**config.mk**
```make
export PLATFORM = sky130hd
export DESIGN_NAME = fsqrt_issue_ctrl_flat
export DESIGN_NICKNAME = d
export VERILOG_FILES = /design/src/rtl/fsqrt_issue_ctrl_if.sv /design/src/rtl/fsqrt_issue_ctrl.sv /design/src/flat_wrapper.sv
export SDC_FILE = /design/constraint.sdc
export NUM_CORES = 1
export LEC_CHECK = 0
export BUFFER_PORTS_ARGS = -buffer_cell sky130_fd_sc_hd__buf_2
export CORE_MARGIN = 1
export CORE_UTILIZATION = 30
export CTS_BUF_LIST = sky130_fd_sc_hd__clkbuf_16
export CTS_CLUSTER_DIAMETER = 150
export DETAILED_ROUTE_END_ITERATION = 10
export SLEW_MARGIN = 40
export SYNTH_ARGS = -nofsm -noshare
export SYNTH_HDL_FRONTEND = slang
export SYNTH_SLANG_ARGS = --single-unit
export TNS_END_PERCENT = 30
```
**constraint.sdc**
```tcl
create_clock -name clk -period 2 [get_ports clk]
set_input_delay 0.4 -clock clk [delete_from_list [all_inputs] [get_ports clk]]
set_output_delay 0.4 -clock clk [all_outputs]
set_load 0.01 [all_outputs]
```
**src/rtl/fsqrt_issue_ctrl_if.sv**
```systemverilog
// Request/result bundle between the FP issue logic, the sqrt issue controller
// and the FP writeback stage.
//
// Handshake rule for both channels: a transfer happens on a rising clk edge
// where valid and ready are both 1. The sender holds valid and its payload
// stable until that edge. The receiver may raise or drop ready freely.
interface fsqrt_issue_ctrl_if #(
    parameter int TAG_W = 5
);
    logic             in_valid;
    logic             in_ready;
    logic [31:0]      in_d;
    logic [1:0]       in_rm;
    logic [TAG_W-1:0] in_tag;

    logic             out_valid;
    logic             out_ready;
    logic [31:0]      out_s;
    logic [TAG_W-1:0] out_tag;

    // Issue side and writeback side: sends requests and consumes results.
    modport master (
        output in_valid, in_d, in_rm, in_tag, out_ready,
        input  in_ready, out_valid, out_s, out_tag
    );

    // Controller side.
    modport slave (
        input  in_valid, in_d, in_rm, in_tag, out_ready,
        output in_ready, out_valid, out_s, out_tag
    );
endinterface

```
**src/rtl/fsqrt_issue_ctrl.sv**
```systemverilog
// Issue/retire sequencer in front of the iterative Newton FP square-root unit.
// It accepts one request, starts the unit, follows busy/stall and the
// RES_LAT-deep exponent pipeline drain, then holds the tagged result until
// writeback takes it. Only one operation is outstanding at a time.
//
// Optional macro FSQRT_SPECIAL_BYPASS_EN: special operands (negative nonzero,
// NaN, +/-inf, +/-0) skip the unit and are answered from the BYP state.
module fsqrt_issue_ctrl #(
    parameter int TAG_W   = 5,
    parameter int RES_LAT = 3
) (
    input  logic               clk,
    input  logic               clrn,
    fsqrt_issue_ctrl_if.slave  bus,
    input  logic               flush,
    output logic [31:0]        sq_d,
    output logic [1:0]         sq_rm,
    output logic               sq_fsqrt,
    output logic               sq_ena,
    input  logic               sq_busy,
    input  logic               sq_stall,
    input  logic [31:0]        sq_s,
    output logic               op_busy,
    output logic [2:0]         dbg_state
);

    typedef enum logic [2:0] {
        IDLE  = 3'd0,
        ISSUE = 3'd1,
        ITER  = 3'd2,
        DRAIN = 3'd3,
        DONE  = 3'd4,
        BYP   = 3'd5
    } state_t;

    state_t           state_q;
    state_t           state_d;
    logic [2:0]       cnt_q;
    logic             discard_q;
    logic [TAG_W-1:0] tag_q;
    logic [31:0]      out_s_q;
    logic [TAG_W-1:0] out_tag_q;

    logic             accept;
    logic             special;
    logic             in_flight;
    logic             drop;

`ifdef FSQRT_SPECIAL_BYPASS_EN
    // Operands whose root is known without iterating.
    function automatic logic is_special(input logic [31:0] d);
        return (d[31] && (d[30:0] != 31'd0)) ||
               (d[30:23] == 8'hFF) ||
               (d[30:0] == 31'd0);
    endfunction

    // Root of a special operand: +inf stays +inf, zeros keep their sign,
    // everything else (negative, NaN, -inf) becomes the canonical qNaN.
    function automatic logic [31:0] byp_result(input logic [31:0] d);
        if (d == 32'h7F80_0000)
            return 32'h7F80_0000;
        else if (d[30:0] == 31'd0)
            return d;
        else
            return 32'h7FC0_0000;
    endfunction

    assign special = is_special(bus.in_d);
`else
    assign special = 1'b0;
`endif

    assign accept    = bus.in_valid && (state_q == IDLE);
    assign in_flight = (state_q == ISSUE) || (state_q == ITER) ||
                       (state_q == DRAIN) || (state_q == BYP);
    // A flush in the exit cycle itself must also suppress the capture.
    assign drop      = discard_q || flush;

    // State register.
    always_ff @(posedge clk or negedge clrn) begin
        if (!clrn) state_q <= IDLE;
        else       state_q <= state_d;
    end

    // Next-state logic.
    always_comb begin
        state_d = state_q;
        case (state_q)
            IDLE:  if (accept) state_d = special ? BYP : ISSUE;
            ISSUE: state_d = ITER;
            ITER:  if (!sq_busy && !sq_stall) state_d = DRAIN;
            DRAIN: if (cnt_q == 3'd0) state_d = drop ? IDLE : DONE;
            BYP:   state_d = drop ? IDLE : DONE;
            DONE:  if (bus.out_ready) state_d = IDLE;
            default: state_d = IDLE;
        endcase
    end

    // Operand/tag capture, drain counter, discard flag and result capture.
    always_ff @(posedge clk or negedge clrn) begin
        if (!clrn) begin
            sq_d      <= 32'd0;
            sq_rm     <= 2'd0;
            tag_q     <= '0;
            cnt_q     <= 3'd0;
            discard_q <= 1'b0;
            out_s_q   <= 32'd0;
            out_tag_q <= '0;
        end else begin
            if (accept) begin
                sq_d  <= bus.in_d;
                sq_rm <= bus.in_rm;
                tag_q <= bus.in_tag;
            end

            if ((state_q == ITER) && (state_d == DRAIN))
                cnt_q <= 3'(RES_LAT - 1);
            else if ((state_q == DRAIN) && (cnt_q != 3'd0))
                cnt_q <= cnt_q - 3'd1;

            if (state_d == IDLE)
                discard_q <= 1'b0;
            else if (flush && in_flight)
                discard_q <= 1'b1;

            if ((state_q == DRAIN) && (cnt_q == 3'd0) && !drop) begin
                out_s_q   <= sq_s;
                out_tag_q <= tag_q;
            end
`ifdef FSQRT_SPECIAL_BYPASS_EN
            if ((state_q == BYP) && !drop) begin
                out_s_q   <= byp_result(sq_d);
                out_tag_q <= tag_q;
            end
`endif
        end
    end

    // Outputs decoded from the current state.
    always_comb begin
        bus.in_ready  = (state_q == IDLE);
        bus.out_valid = (state_q == DONE);
        bus.out_s     = out_s_q;
        bus.out_tag   = out_tag_q;
        sq_fsqrt      = (state_q == ISSUE);
        sq_ena        = 1'b0;
        case (state_q)
            ISSUE:   sq_ena = 1'b1;
            ITER:    sq_ena = !sq_stall;
            DRAIN:   sq_ena = 1'b1;
            default: sq_ena = 1'b0;
        endcase
        op_busy   = (state_q != IDLE);
        dbg_state = state_q;
    end

endmodule

```
**src/flat_wrapper.sv**
```systemverilog
// flat-port wrapper written by rule: the top's interface ports become plain ports
module fsqrt_issue_ctrl_flat 
#(
    parameter int TAG_W   = 5,
    parameter int RES_LAT = 3
)
  (clk, clrn, flush, sq_d, sq_rm, sq_fsqrt, sq_ena, sq_busy, sq_stall, sq_s, op_busy, dbg_state, bus_in_valid, bus_in_d, bus_in_rm, bus_in_tag, bus_out_ready, bus_in_ready, bus_out_valid, bus_out_s, bus_out_tag);
  fsqrt_issue_ctrl_if #(.TAG_W(TAG_W)) bus_i ();
  input  logic clk;
  input  logic clrn;
  input  logic flush;
  output logic [31:0] sq_d;
  output logic [1:0] sq_rm;
  output logic sq_fsqrt;
  output logic sq_ena;
  input  logic sq_busy;
  input  logic sq_stall;
  input  logic [31:0] sq_s;
  output logic op_busy;
  output logic [2:0] dbg_state;
  input wire logic [$bits(bus_i.in_valid)-1:0] bus_in_valid;
  input wire logic [$bits(bus_i.in_d)-1:0] bus_in_d;
  input wire logic [$bits(bus_i.in_rm)-1:0] bus_in_rm;
  input wire logic [$bits(bus_i.in_tag)-1:0] bus_in_tag;
  input wire logic [$bits(bus_i.out_ready)-1:0] bus_out_ready;
  output wire logic [$bits(bus_i.in_ready)-1:0] bus_in_ready;
  output wire logic [$bits(bus_i.out_valid)-1:0] bus_out_valid;
  output wire logic [$bits(bus_i.out_s)-1:0] bus_out_s;
  output wire logic [$bits(bus_i.out_tag)-1:0] bus_out_tag;
  assign bus_i.in_valid = bus_in_valid;
  assign bus_i.in_d = bus_in_d;
  assign bus_i.in_rm = bus_in_rm;
  assign bus_i.in_tag = bus_in_tag;
  assign bus_i.out_ready = bus_out_ready;
  assign bus_in_ready = bus_i.in_ready;
  assign bus_out_valid = bus_i.out_valid;
  assign bus_out_s = bus_i.out_s;
  assign bus_out_tag = bus_i.out_tag;
  fsqrt_issue_ctrl #(.TAG_W(TAG_W), .RES_LAT(RES_LAT)) u_core (.clk(clk), .clrn(clrn), .bus(bus_i), .flush(flush), .sq_d(sq_d), .sq_rm(sq_rm), .sq_fsqrt(sq_fsqrt), .sq_ena(sq_ena), .sq_busy(sq_busy), .sq_stall(sq_stall), .sq_s(sq_s), .op_busy(op_busy), .dbg_state(dbg_state));
endmodule
```
==> results of run 1 <==
placed cells by master, fill, tap and decap left out:
cell                        count
sky130_fd_sc_hd__buf_4          7
sky130_fd_sc_hd__or2_2          2
sky130_fd_sc_hd__nor3b_1        1
sky130_fd_sc_hd__clkinv_1       1
sky130_fd_sc_hd__diode_2        1
sky130_fd_sc_hd__a31oi_1        1
sky130_fd_sc_hd__o2111ai_1      1
sky130_fd_sc_hd__buf_12         3
sky130_fd_sc_hd__inv_1          8
sky130_fd_sc_hd__and2_4         1
sky130_fd_sc_hd__o21ai_0        3
sky130_fd_sc_hd__or3_4          1
sky130_fd_sc_hd__mux2_4        10
sky130_fd_sc_hd__a211o_1        2
sky130_fd_sc_hd__nor3_1         2
sky130_fd_sc_hd__clkbuf_16      9
sky130_fd_sc_hd__a21oi_1        3
sky130_fd_sc_hd__inv_2          1
sky130_fd_sc_hd__mux2_2        66
sky130_fd_sc_hd__and2_1         1
sky130_fd_sc_hd__nand2_1        3
sky130_fd_sc_hd__buf_2        155
sky130_fd_sc_hd__nor2_1         3
sky130_fd_sc_hd__or4_1          1
sky130_fd_sc_hd__nor4_1         1
sky130_fd_sc_hd__clkinv_4       1
sky130_fd_sc_hd__or3_1          1
sky130_fd_sc_hd__dfrtp_1       83
sky130_fd_sc_hd__nand2b_1       2
sky130_fd_sc_hd__ha_1           2
sky130_fd_sc_hd__and3b_1        1
sky130_fd_sc_hd__a41oi_1        1
sky130_fd_sc_hd__nand4b_1       1
sky130_fd_sc_hd__nand3b_1       1
sky130_fd_sc_hd__nor2b_1        2
sky130_fd_sc_hd__clkinv_2       1
worst reg2reg max path: cells and delay by family (launching register included):
family | cells | cell delay, ns
multiplexers | 1 | 0.37
flip-flops | 1 | 0.37
buffers and inverters | 2 | 0.31
AND/OR/NAND/NOR | 2 | 0.36
adder cells (fa/ha/maj) | 1 | 0.21
metal layers:
layer | up-vias | part of all wire (%) | wire (um) | global-route usage (%)
met2 | 93 | 48 | 3303 | 19.55
li1 | 1081 | - | - | -
met4 | 0 | 2.0 | 139 | 6.164
met5 | - | 0 | 0 | 0
met1 | 1101 | 41 | 2844 | 14.58
met3 | 14 | 9.3 | 645 | 5.751
layout make-up:
class | instances | area [um2] | share of cell area, %
flip-flops and latches | 83 | 2077 | 45.57
repair buffers | 165 | 888.4 | 19.49
clock inverters | 5 | 25.02 | 0.5490
inverters | 7 | 26.28 | 0.5764
clock buffers | 9 | 225.2 | 4.941
multi-input cells | 113 | 1139 | 24.98
diodes | 1 | 2.502 | 0.05490
well taps | 140 | 175.2 | 3.843
kinds of logic (layout without fill, tap and decap cells):
kind of cell	after synthesis	in the layout	share of synthesized area, %
other cells	0	1	0
simple gates	24	24	4.461
flops	83	83	62.22
buf+inv	18	186	3.673
mux	76	76	26.76
compound gates	11	11	2.136
fa+ha+maj	2	2	0.7495
registers in the layout, summed over array words and instances, names as in the netlist:
register and flops:
u_core.dbg_state 3, u_core.discard_q 1, u_core.sq_d 32, u_core.cnt_q 3, u_core.bus.out_tag 5, u_core.tag_q 5
u_core.sq_rm 2, u_core.bus.out_s 32
stage by stage:
step | std cells | setup slack, ns | hold slack, ns
2_1_floorplan | 214 | 0.1479 | 0.1044
3_3_place_gp | 508 | 0.3634 | 0.3912
3_5_place_dp | 508 | 0.2898 | 0.3958
4_1_cts | 522 | 0.2719 | 0.03675
5_1_grt | 522 | 0.1596 | 0.05359
6_report | 523 | 0.2663 | 0.02651
power groups by stage:
| stage | Clock, W | Sequential (W) | Combinational, W |
|---|---|---|---|
| 2_1_floorplan | 0 | 0.00329 | 0.00121 |
| 3_3_place_gp | 0 | 0.00290 | 0.00263 |
| 3_5_place_dp | 0 | 0.00295 | 0.00267 |
| 4_1_cts | 0.00148 | 0.00293 | 0.00268 |
| 5_1_grt | 0.00154 | 0.00302 | 0.00289 |
| 6_report | 0.00141 | 0.00291 | 0.00263 |
how the worst max path moves through the flow:
stage,end,slack [ns]
final,u_core.bus.out_s[14]$_DFFE_PN0P_,0.27
after CTS,u_core.bus.out_s[29]$_DFFE_PN0P_,0.27
after global routing,u_core.bus.out_s[16]$_DFFE_PN0P_,0.16
after global placement,u_core.sq_d[12]$_DFFE_PN0P_,0.36
after detailed placement,u_core.bus.out_s[28]$_DFFE_PN0P_,0.29
after floorplan,u_core.sq_d[21]$_DFFE_PN0P_,0.15
==> flow_summary.yaml, run 1 <==
routing:
  drt-vias-per-instance: 4.377
  detailedRoute.firstPassIterationCount: 6
  route.detailed.drc: 0
  dr.first_iter.drc_count: 52
  detail_route.wirelength_mm: 6.933
  ant_nets: 0
  via_count: 2289
  routedWlPerCell_um: 13.26
die:
  die_area_mm2: 0.01155
  die_width_um: 107.5
  io_pins: 157
  initial_core_util_pct: 30.79
  design.core.area_mm2: 0.01084
  core.rowCount: 38
  die_h_um: 107.5
worst_setup_path:
  worstSetupStartpoint: "u_core.cnt_q[0]$_DFFE_PN0P_"
  crit-reg2reg-capture: "u_core.bus.out_s[14]$_DFFE_PN0P_"
  timing.critical_path.from_type: "flip-flop"
  crit_cells: 6
  cpMaxStageDelayCell: "sky130_fd_sc_hd__dfrtp_1"
  critical_path_cell_by_cell: "inv_1 -> ha_1 -> and3b_1 -> nand4b_1 -> buf_12 -> mux2_2"
  cp_slowest_stage_delay_ns: 0.37
  worstPathBufferInverterCount: 2
  cp_data_required_time_ns: 2.21
  worstPathMaxFanout: 32
  startpoint_of_the_most_critical_register_to_register_path: "u_core.cnt_q[0]$_DFFE_PN0P_"
  cpLargestDelayFamily: "flip-flops"
  reg2reg_depth: 6
  cp.arrival_ns: 1.94
  criticalPathCategory: "flip-flop to flip-flop"
  worstSetupEndpointType: "flip-flop"
  worst-r2r-setup-slack_ns: 0.27
layout:
  final_area_mm2: 0.004558
  final_core_utilization_pct: 42.05
  post_route_cells_drive_above_1_share_pct: 67.28
  layout.nets: 459
  num-fill-cells: 1024
  area_growth_from_synthesis_to_layout_pct: 36.54
synthesis:
  synth_enable_flop_cells: 0
  synth_top_cells_by_area: "sky130_fd_sc_hd__dfrtp_1 (62%), sky130_fd_sc_hd__mux2_2 (22%), sky130_fd_sc_hd__mux2_4 (4.5%)"
  dominantRegCellSynth: "sky130_fd_sc_hd__dfrtp_1"
  cell_type_with_the_largest_total_area_after_synthesis: "sky130_fd_sc_hd__dfrtp_1"
  synth_area_per_cell_um2: 15.60
  post-synth-top-count-cell: "sky130_fd_sc_hd__dfrtp_1"
  synth-async-reset-ratio_pct: 100.0
  synth_nets: 294
  yosys_warnings: 0
  synth_top_cells_by_count: "sky130_fd_sc_hd__dfrtp_1 (83), sky130_fd_sc_hd__mux2_2 (66), sky130_fd_sc_hd__mux2_4 (10)"
  post_synthesis_instance_total: 214
  yosys_register_bits: 83
  mappedNetlistArea_mm2: 0.003338
  yosysSeqAreaShare_pct: 62.22
  ys_types: 34
  yosysTopAreaCellShare_pct: 62.22
sta:
  timing_worst_slew_pin_value_ns: 0.5641
  timing.fmax_ghz: 0.5768
  report.final.hold_viol_count: 0
  timing.final.max_slew_violations: 0
  setup-tns-final_ns: 0
  grt_setup_unrepaired: "no"
  clock-skew-final_ns: 0.008069
  final_min_period_over_clock_period_pct: 86.69
  relSlewSlack_pct: 62.04
  setup-violations-final: 0
  layout_min_cycle_time_ns: 1.734
worst_hold_path:
  hp-class: "input pin to asynchronous set/reset pin"
global_routing:
  grt_antenna_before_repair: 1
  grt_pass1_wl_mm: 10.92
  grt.total_usage_pct: 12.57
  grt_pass1_vias: 2273
  gr-total-overflow: 0
  grt_max_degree: 42
pwr:
  vdd_drop_max_uv: 766.7
  power_switching_share_pct: 31.35
  netSwitchingPower_w: 0.002181
  power.leakage_nw: 2.414
  design_power_total_w: 0.006956
  power.share.clock_pct: 20.3
  intPower_w: 0.004775
  power_per_cell_area_mw_per_mm2: 1526
  pwr-share-seq_pct: 41.9
  comb_power_share_pct: 37.8
clock_tree:
  htree_num_levels: 3
  root_buffer: "sky130_fd_sc_hd__clkbuf_16"
  tritoncts_num_sinks: 83
  worst_skew_pair.late_latency_ns: 0.33
  cts.reportedPaths.clkPinSlew_ns: 0.06
  post_cts_buffers: 0
  count_of_hold_buffers_inserted_by_post_cts_repair: 0
  cts_tree: "done"
  max-clock-path-buffers: 2
  post_cts_resized: 0
  cts_inserted_buffers: 9
place:
  detailed_place_hpwl_mm: 5.117
  placed_cell_area_mm2: 0.004305
  port_buffers: 156
  globalplace.congestion: 0.6921
status:
  outcome: "completed"
run:
  cap_viol_max_count: 0
Note: power is estimated with default switching activity, not from simulation.
==> inputs of run 2 (changes only) <==
--- a/config.mk
+++ b/config.mk
@@ -11,6 +11,7 @@
 export CTS_BUF_LIST = sky130_fd_sc_hd__clkbuf_16
 export CTS_CLUSTER_DIAMETER = 150
 export DETAILED_ROUTE_END_ITERATION = 10
+export GPL_TIMING_DRIVEN = 0
 export SLEW_MARGIN = 40
 export SYNTH_ARGS = -nofsm -noshare
 export SYNTH_HDL_FRONTEND = slang
==> run 2 against run 1 <==
Design area up 0.99%. Clock power is 3% higher. Sequential cell count did not move. Worst setup slack worse by 0.14 ns. Non-clock buffer count is 4 higher. Sequential share of layout area decreased by 0.45 points. Register-to-register slack got worse by 0.14 ns. Global-route usage decreased by 0.12 points. Clock skew is 0.0010 ns lower. Sequential power barely moved. Count of clock-buffer cells in the layout stayed put. Critical path type unchanged. Critical endpoint is now u_core.bus.out_s[30]$_DFFE_PN0P_.
==> flow_summary.yaml, run 2 (synthesized netlist as in run 1, its figures left out) <==
sta:
  setup-tns-final_ns: 0
  report.final.hold_viol_count: 0
  final.hold.worst_slack_ns: 0.3019
  setup-violations-final: 0
  timing_worst_slew_pin_value_ns: 0.5369
  timing.fmax_ghz: 0.5347
  clock-skew-final_ns: 0.007033
  final_min_period_over_clock_period_pct: 93.52
  layout_min_cycle_time_ns: 1.870
  timing.final.max_slew_violations: 0
  grt_setup_unrepaired: "no"
  relSlewSlack_pct: 63.88
global_routing:
  grt.total_usage_pct: 12.44
  grt_antenna_before_repair: 1
  grt_pass1_wl_mm: 11.00
  grt_max_degree: 49
  gr-total-overflow: 0
  grt_pass1_vias: 2385
clock_tree:
  tritoncts_num_sinks: 83
  cts_inserted_buffers: 9
  root_buffer: "sky130_fd_sc_hd__clkbuf_16"
  cts.reportedPaths.clkPinSlew_ns: 0.06
  cts_tree: "done"
  max-clock-path-buffers: 2
  htree_num_levels: 3
  worst_skew_pair.late_latency_ns: 0.33
routing:
  route.detailed.drc: 0
  ant_nets: 0
  detail_route.wirelength_mm: 7.117
  via_count: 2327
  detailedRoute.firstPassIterationCount: 4
  routedWlPerCell_um: 13.45
  dr.first_iter.drc_count: 45
  drt-vias-per-instance: 4.399
pwr:
  pwr-share-seq_pct: 41.3
  power.leakage_nw: 2.424
  power.share.clock_pct: 20.6
  netSwitchingPower_w: 0.002235
  power_switching_share_pct: 31.76
  vdd_drop_max_uv: 514.6
  power_per_cell_area_mw_per_mm2: 1529
  intPower_w: 0.004802
  design_power_total_w: 0.007037
  comb_power_share_pct: 38.1
place:
  detailed_place_hpwl_mm: 5.353
  placed_cell_area_mm2: 0.004328
  numPlacedInstances: 511
  globalplace.congestion: 0.6870
  port_buffers: 156
worst_hold_path:
  holdCritStartpoint: "sq_s[22]"
  hp-class: "input pin to flip-flop"
worst_setup_path:
  startpoint_of_the_most_critical_register_to_register_path: "u_core.cnt_q[0]$_DFFE_PN0P_"
  timing.critical_path.from_type: "flip-flop"
  worst-r2r-setup-slack_ns: 0.13
  worstSetupStartpoint: "u_core.cnt_q[0]$_DFFE_PN0P_"
  cp_data_required_time_ns: 2.21
  criticalPathCategory: "flip-flop to flip-flop"
  worstPathMaxFanout: 10
  worstSetupEndpointType: "flip-flop"
  cp.arrival_ns: 2.08
die:
  initial_core_util_pct: 30.79
  die_width_um: 107.5
  die_area_mm2: 0.01155
  die_h_um: 107.5
  io_pins: 157
  core.rowCount: 38
  design.core.area_mm2: 0.01084
layout:
  layout_common_cells: "sky130_fd_sc_hd__buf_2 (158), sky130_fd_sc_hd__dfrtp_1 (83), sky130_fd_sc_hd__mux2_2 (66)"
  num-fill-cells: 1051
  layout.nets: 463
  final_area_mm2: 0.004603
  mostFrequentLayoutCell: "sky130_fd_sc_hd__buf_2"
  post_route_cells_drive_above_1_share_pct: 67.53
  area_growth_from_synthesis_to_layout_pct: 37.89
  finish.cell_count_without_fillers: 529
status:
  outcome: "completed"
run:
  cap_viol_max_count: 0
-- run 2: changes by cell type in the layout (fill, tap and decap cells not counted), moves of 2 or more --
cell,change
sky130_fd_sc_hd__buf_12,-2
sky130_fd_sc_hd__buf_2,+3
sky130_fd_sc_hd__buf_4,-4
sky130_fd_sc_hd__buf_6,+3
sky130_fd_sc_hd__clkinv_2,+3
sky130_fd_sc_hd__inv_1,-2
-- run 2: what timing repair did --
item | CTS | global route
setup endpoints to repair | 0 | 8
endpoints found under the hold margin | 35 | 0
buffers inserted | 0 | 0
resized for setup | 0 | 2
hold buffers | 1 | 0
-- run 2: path summary, 6_finish.rpt --
kind,depth (start not counted),to
worst max-delay path,7,u_core.bus.out_s[30]$_DFFE_PN0P_
worst min-delay path,2,u_core.bus.out_s[22]$_DFFE_PN0P_
worst max register to register,7,u_core.bus.out_s[30]$_DFFE_PN0P_
worst min register to register,1,u_core.sq_d[6]$_DFFE_PN0P_
max in group asynchronous,3,u_core.tag_q[0]$_DFFE_PN0P_
min in group asynchronous,2,u_core.bus.out_s[18]$_DFFE_PN0P_
-- run 2: area by class of cell --
type / count / area (um2) / share of cell area (%)
multi-input cells: 113 / 1139 / 24.73
flip-flops and latches: 83 / 2077 / 45.12
repair buffers: 158 / 824.5 / 17.91
clock inverters: 7 / 35.03 / 0.7611
plain buffers: 11 / 98.84 / 2.147
diodes: 1 / 2.502 / 0.05436
well taps: 140 / 175.2 / 3.805
inverters: 7 / 26.28 / 0.5708
clock buffers: 9 / 225.2 / 4.893
-- run 2: per-stage QoR --
step | setup slack (ns) | util [%]
final | 0.1297 | 42.46
after global routing | 0.02001 | 42.44
after CTS | 0.03218 | 42.42
after detailed placement | 0.04246 | 39.92
after global placement | -0.1368 | 39.61
after floorplan | 0.1479 | -
-- run 2: critical path: stages (launching register included) --
cell and delay [ns]:
sky130_fd_sc_hd__dfrtp_1 0.37, sky130_fd_sc_hd__inv_1 0.08, sky130_fd_sc_hd__ha_1 0.22, sky130_fd_sc_hd__and3b_1 0.19, sky130_fd_sc_hd__nand4b_1 0.15, sky130_fd_sc_hd__buf_4 0.22
sky130_fd_sc_hd__buf_6 0.17, sky130_fd_sc_hd__mux2_2 0.34
-- run 2: power by group through the flow --
stage / combinational (W) / sequential, W / clock (W)
6_report: 0.00268 / 0.00291 / 0.00145
5_1_grt: 0.00291 / 0.00301 / 0.00159
4_1_cts: 0.00273 / 0.00292 / 0.00151
3_5_place_dp: 0.00272 / 0.00294 / 0
3_3_place_gp: 0.00264 / 0.00289 / 0
2_1_floorplan: 0.00121 / 0.00329 / 0
-- run 2: per-layer routing --
| layer | global-route usage (%) | up-vias | wire length, um |
|---|---|---|---|
| met5 | 0 | - | 0 |
| met1 | 14.16 | 1146 | 2998 |
| met2 | 20.83 | 89 | 3418 |
| met4 | 6.360 | 0 | 110 |
| li1 | - | 1083 | - |
| met3 | 3.995 | 9 | 590 |
==> inputs of run 3 (changes only) <==
==> constraint.sdc (replaced) <==
create_clock -name clk -period 1.65 [get_ports clk]
set_input_delay 0.33 -clock clk [delete_from_list [all_inputs] [get_ports clk]]
set_output_delay 0.33 -clock clk [all_outputs]
set_load 0.01 [all_outputs]
==> run 3 against run 2 <==
The flow now finishes with violations (setup timing). Fmax increased by 4.4%. Register-to-register slack lost 0.27 ns. Count of clock-buffer cells in the layout unchanged. Die area unchanged. Final cell count increased by 1.5%. Clock power grew 77%. Global-route usage up 0.19 points. Non-clock buffer count grew 9. Largest cell class unchanged.
==> flow_summary.yaml, run 3 (synthesized netlist as in run 1, its figures left out) <==
die:
  initial_core_util_pct: 30.79
  die_area_mm2: 0.01155
  die_h_um: 107.5
  io_pins: 157
  design.core.area_mm2: 0.01084
  die_width_um: 107.5
  core.rowCount: 38
layout:
  layout.nets: 472
  layout_common_cells: "sky130_fd_sc_hd__buf_2 (156), sky130_fd_sc_hd__dfrtp_1 (83), sky130_fd_sc_hd__mux2_2 (61)"
  multiInputGateArea_mm2: 0.001181
  antenna_cells_inserted: 0
  final_area_mm2: 0.004943
  finish.cell_count_without_fillers: 537
  mostFrequentLayoutCell: "sky130_fd_sc_hd__buf_2"
  area_growth_from_synthesis_to_layout_pct: 48.09
  final-seq-area_mm2: 0.002077
  post_route_cells_drive_above_1_share_pct: 70.78
  num-fill-cells: 980
  final_core_utilization_pct: 45.60
global_routing:
  grt.total_usage_pct: 12.63
  grt_pass1_vias: 2404
  grt_max_degree: 48
  gr-total-overflow: 0
  grt_antenna_before_repair: 1
  grt_pass1_wl_mm: 11.14
routing:
  detailedRoute.firstPassIterationCount: 4
  routedWlPerCell_um: 13.60
  route.met2.wl_mm: 3.413
  route.met3.wl_um: 628
  m1WireLength_mm: 3.142
  ant_nets: 0
  detail_route.wirelength_mm: 7.301
  drt-vias-per-instance: 4.395
  via_count: 2360
  dr.first_iter.drc_count: 82
  route.detailed.drc: 0
  routed.top_layer: "met5"
sta:
  relSlewSlack_pct: 65.70
  report.final.hold_viol_count: 0
  timing.fmax_ghz: 0.5581
  final_min_period_over_clock_period_pct: 108.6
  setup-tns-final_ns: -3.864
  timing.final.max_slew_violations: 0
  layout_min_cycle_time_ns: 1.792
  post_route_setup_slack_ns: -0.1418
  clock-skew-final_ns: 0.007720
  grt_setup_unrepaired: "yes"
  setup-violations-final: 46
  timing_worst_slew_pin_value_ns: 0.5099
clock_tree:
  cts_inserted_buffers: 9
  max-clock-path-buffers: 2
  cts.reportedPaths.clkPinSlew_ns: 0.06
  root_buffer: "sky130_fd_sc_hd__clkbuf_16"
  tritoncts_num_sinks: 83
  htree_num_levels: 3
  cts_tree: "done"
  worst_skew_pair.late_latency_ns: 0.33
worst_setup_path:
  cp_data_required_time_ns: 1.86
  worstPathBufferInverterCount: 4
  worstSetupEndpointType: "flip-flop"
  critical_path_cell_by_cell: "buf_6 -> or3_4 -> inv_4 -> and2_4 -> buf_12 -> clkbuf_16 -> mux2_4"
  startpoint_of_the_most_critical_register_to_register_path: "u_core.dbg_state[0]$_DFF_PN0_"
  criticalPathCategory: "flip-flop to flip-flop"
  worstPathMaxFanout: 6
  cpLargestDelayFamily: "simple AND/OR/NAND/NOR gates"
  worstSetupStartpoint: "u_core.dbg_state[0]$_DFF_PN0_"
  timing.critical_path.from_type: "flip-flop"
  cpMaxStageDelayCell: "sky130_fd_sc_hd__dfrtp_1"
  cp.arrival_ns: 2.01
  cp_slowest_stage_delay_ns: 0.38
pwr:
  comb_power_share_pct: 36.3
  design_power_total_w: 0.009577
  power.share.clock_pct: 26.9
  vdd_drop_max_uv: 692.0
  power.leakage_nw: 2.585
  pwr-share-seq_pct: 36.8
  power_per_cell_area_mw_per_mm2: 1937
  netSwitchingPower_w: 0.002789
  power_switching_share_pct: 29.13
  intPower_w: 0.006788
place:
  numPlacedInstances: 511
  port_buffers: 156
  placed_cell_area_mm2: 0.004323
  globalplace.congestion: 0.7257
  detailed_place_hpwl_mm: 5.269
status:
  outcome: "finished with violations"
  failed_checks: "setup timing"
run:
  cap_viol_max_count: 0
worst_hold_path:
  holdCritStartpoint: "sq_s[12]"
  hp-class: "input pin to flip-flop"
[run 3: changes by cell type in the layout (fill, tap and decap cells not counted), moves of 2 or more]
cell,previous run,this run
sky130_fd_sc_hd__buf_12,1,5
sky130_fd_sc_hd__buf_2,158,156
sky130_fd_sc_hd__buf_4,3,7
sky130_fd_sc_hd__buf_6,3,5
sky130_fd_sc_hd__bufinv_16,0,5
sky130_fd_sc_hd__clkbuf_16,9,11
sky130_fd_sc_hd__clkinv_1,2,0
sky130_fd_sc_hd__clkinv_2,4,1
sky130_fd_sc_hd__inv_1,6,3
sky130_fd_sc_hd__inv_2,1,3
sky130_fd_sc_hd__mux2_2,66,61
sky130_fd_sc_hd__mux2_4,10,15
[run 3: cell type report]
type / instances / share of cell area [%]
clock buffers: 9 / 4.556
multi-input cells: 113 / 23.89
clock inverters: 7 / 3.316
plain buffers: 11 / 2.582
well taps: 140 / 3.543
flip-flops and latches: 83 / 42.01
inverters: 7 / 0.5821
repair buffers: 167 / 19.51
[run 3: power groups by stage]
stage / registers (W) / logic [W] / clock network, W
final: 0.00352 / 0.00348 / 0.00257
after floorplan: 0.00399 / 0.00147 / 0
after global routing: 0.00366 / 0.00380 / 0.00273
after global placement: 0.00350 / 0.00322 / 0
after CTS: 0.00354 / 0.00340 / 0.00264
after detailed placement: 0.00356 / 0.00328 / 0
[run 3: timing repair]
| action | CTS | global route |
|---|---|---|
| pin swaps | 1 | 0 |
| cloned | 1 | 2 |
| hold buffers | 1 | 0 |
| setup endpoints to repair | 83 | 82 |
| setup buffers | 4 | 2 |
| hold endpoints to repair | 46 | 0 |
| gates resized for setup | 16 | 9 |
[run 3: final timing paths]
check | to | slack [ns] | depth (start not counted)
worst max-delay path | u_core.sq_d[25]$_DFFE_PN0P_ | -0.14 | 7
min in group asynchronous | u_core.bus.out_s[16]$_DFFE_PN0P_ | 0.49 | 2
worst max register to register | u_core.sq_d[25]$_DFFE_PN0P_ | -0.14 | 7
worst min register to register | u_core.bus.out_s[25]$_DFFE_PN0P_ | 0.50 | 1
max in group asynchronous | u_core.bus.out_tag[3]$_DFFE_PN0P_ | 0.61 | 3
worst min-delay path | u_core.bus.out_s[12]$_DFFE_PN0P_ | 0.22 | 2
[run 3: layer usage]
layer,global-route usage [%],up-vias
met1,15.03,1143
li1,-,1105
met3,5.145,11
met5,0,-
met4,4.697,2
met2,20.38,99
[run 3: through the flow]
stage | setup slack (ns) | hold WS [ns]
floorplan | -0.1551 | 0.03441
global placement | -0.4182 | 0.4725
detailed placement | -0.2900 | 0.2986
CTS | -0.1548 | 0.2136
global route | -0.1939 | 0.2119
finish | -0.1418 | 0.2222
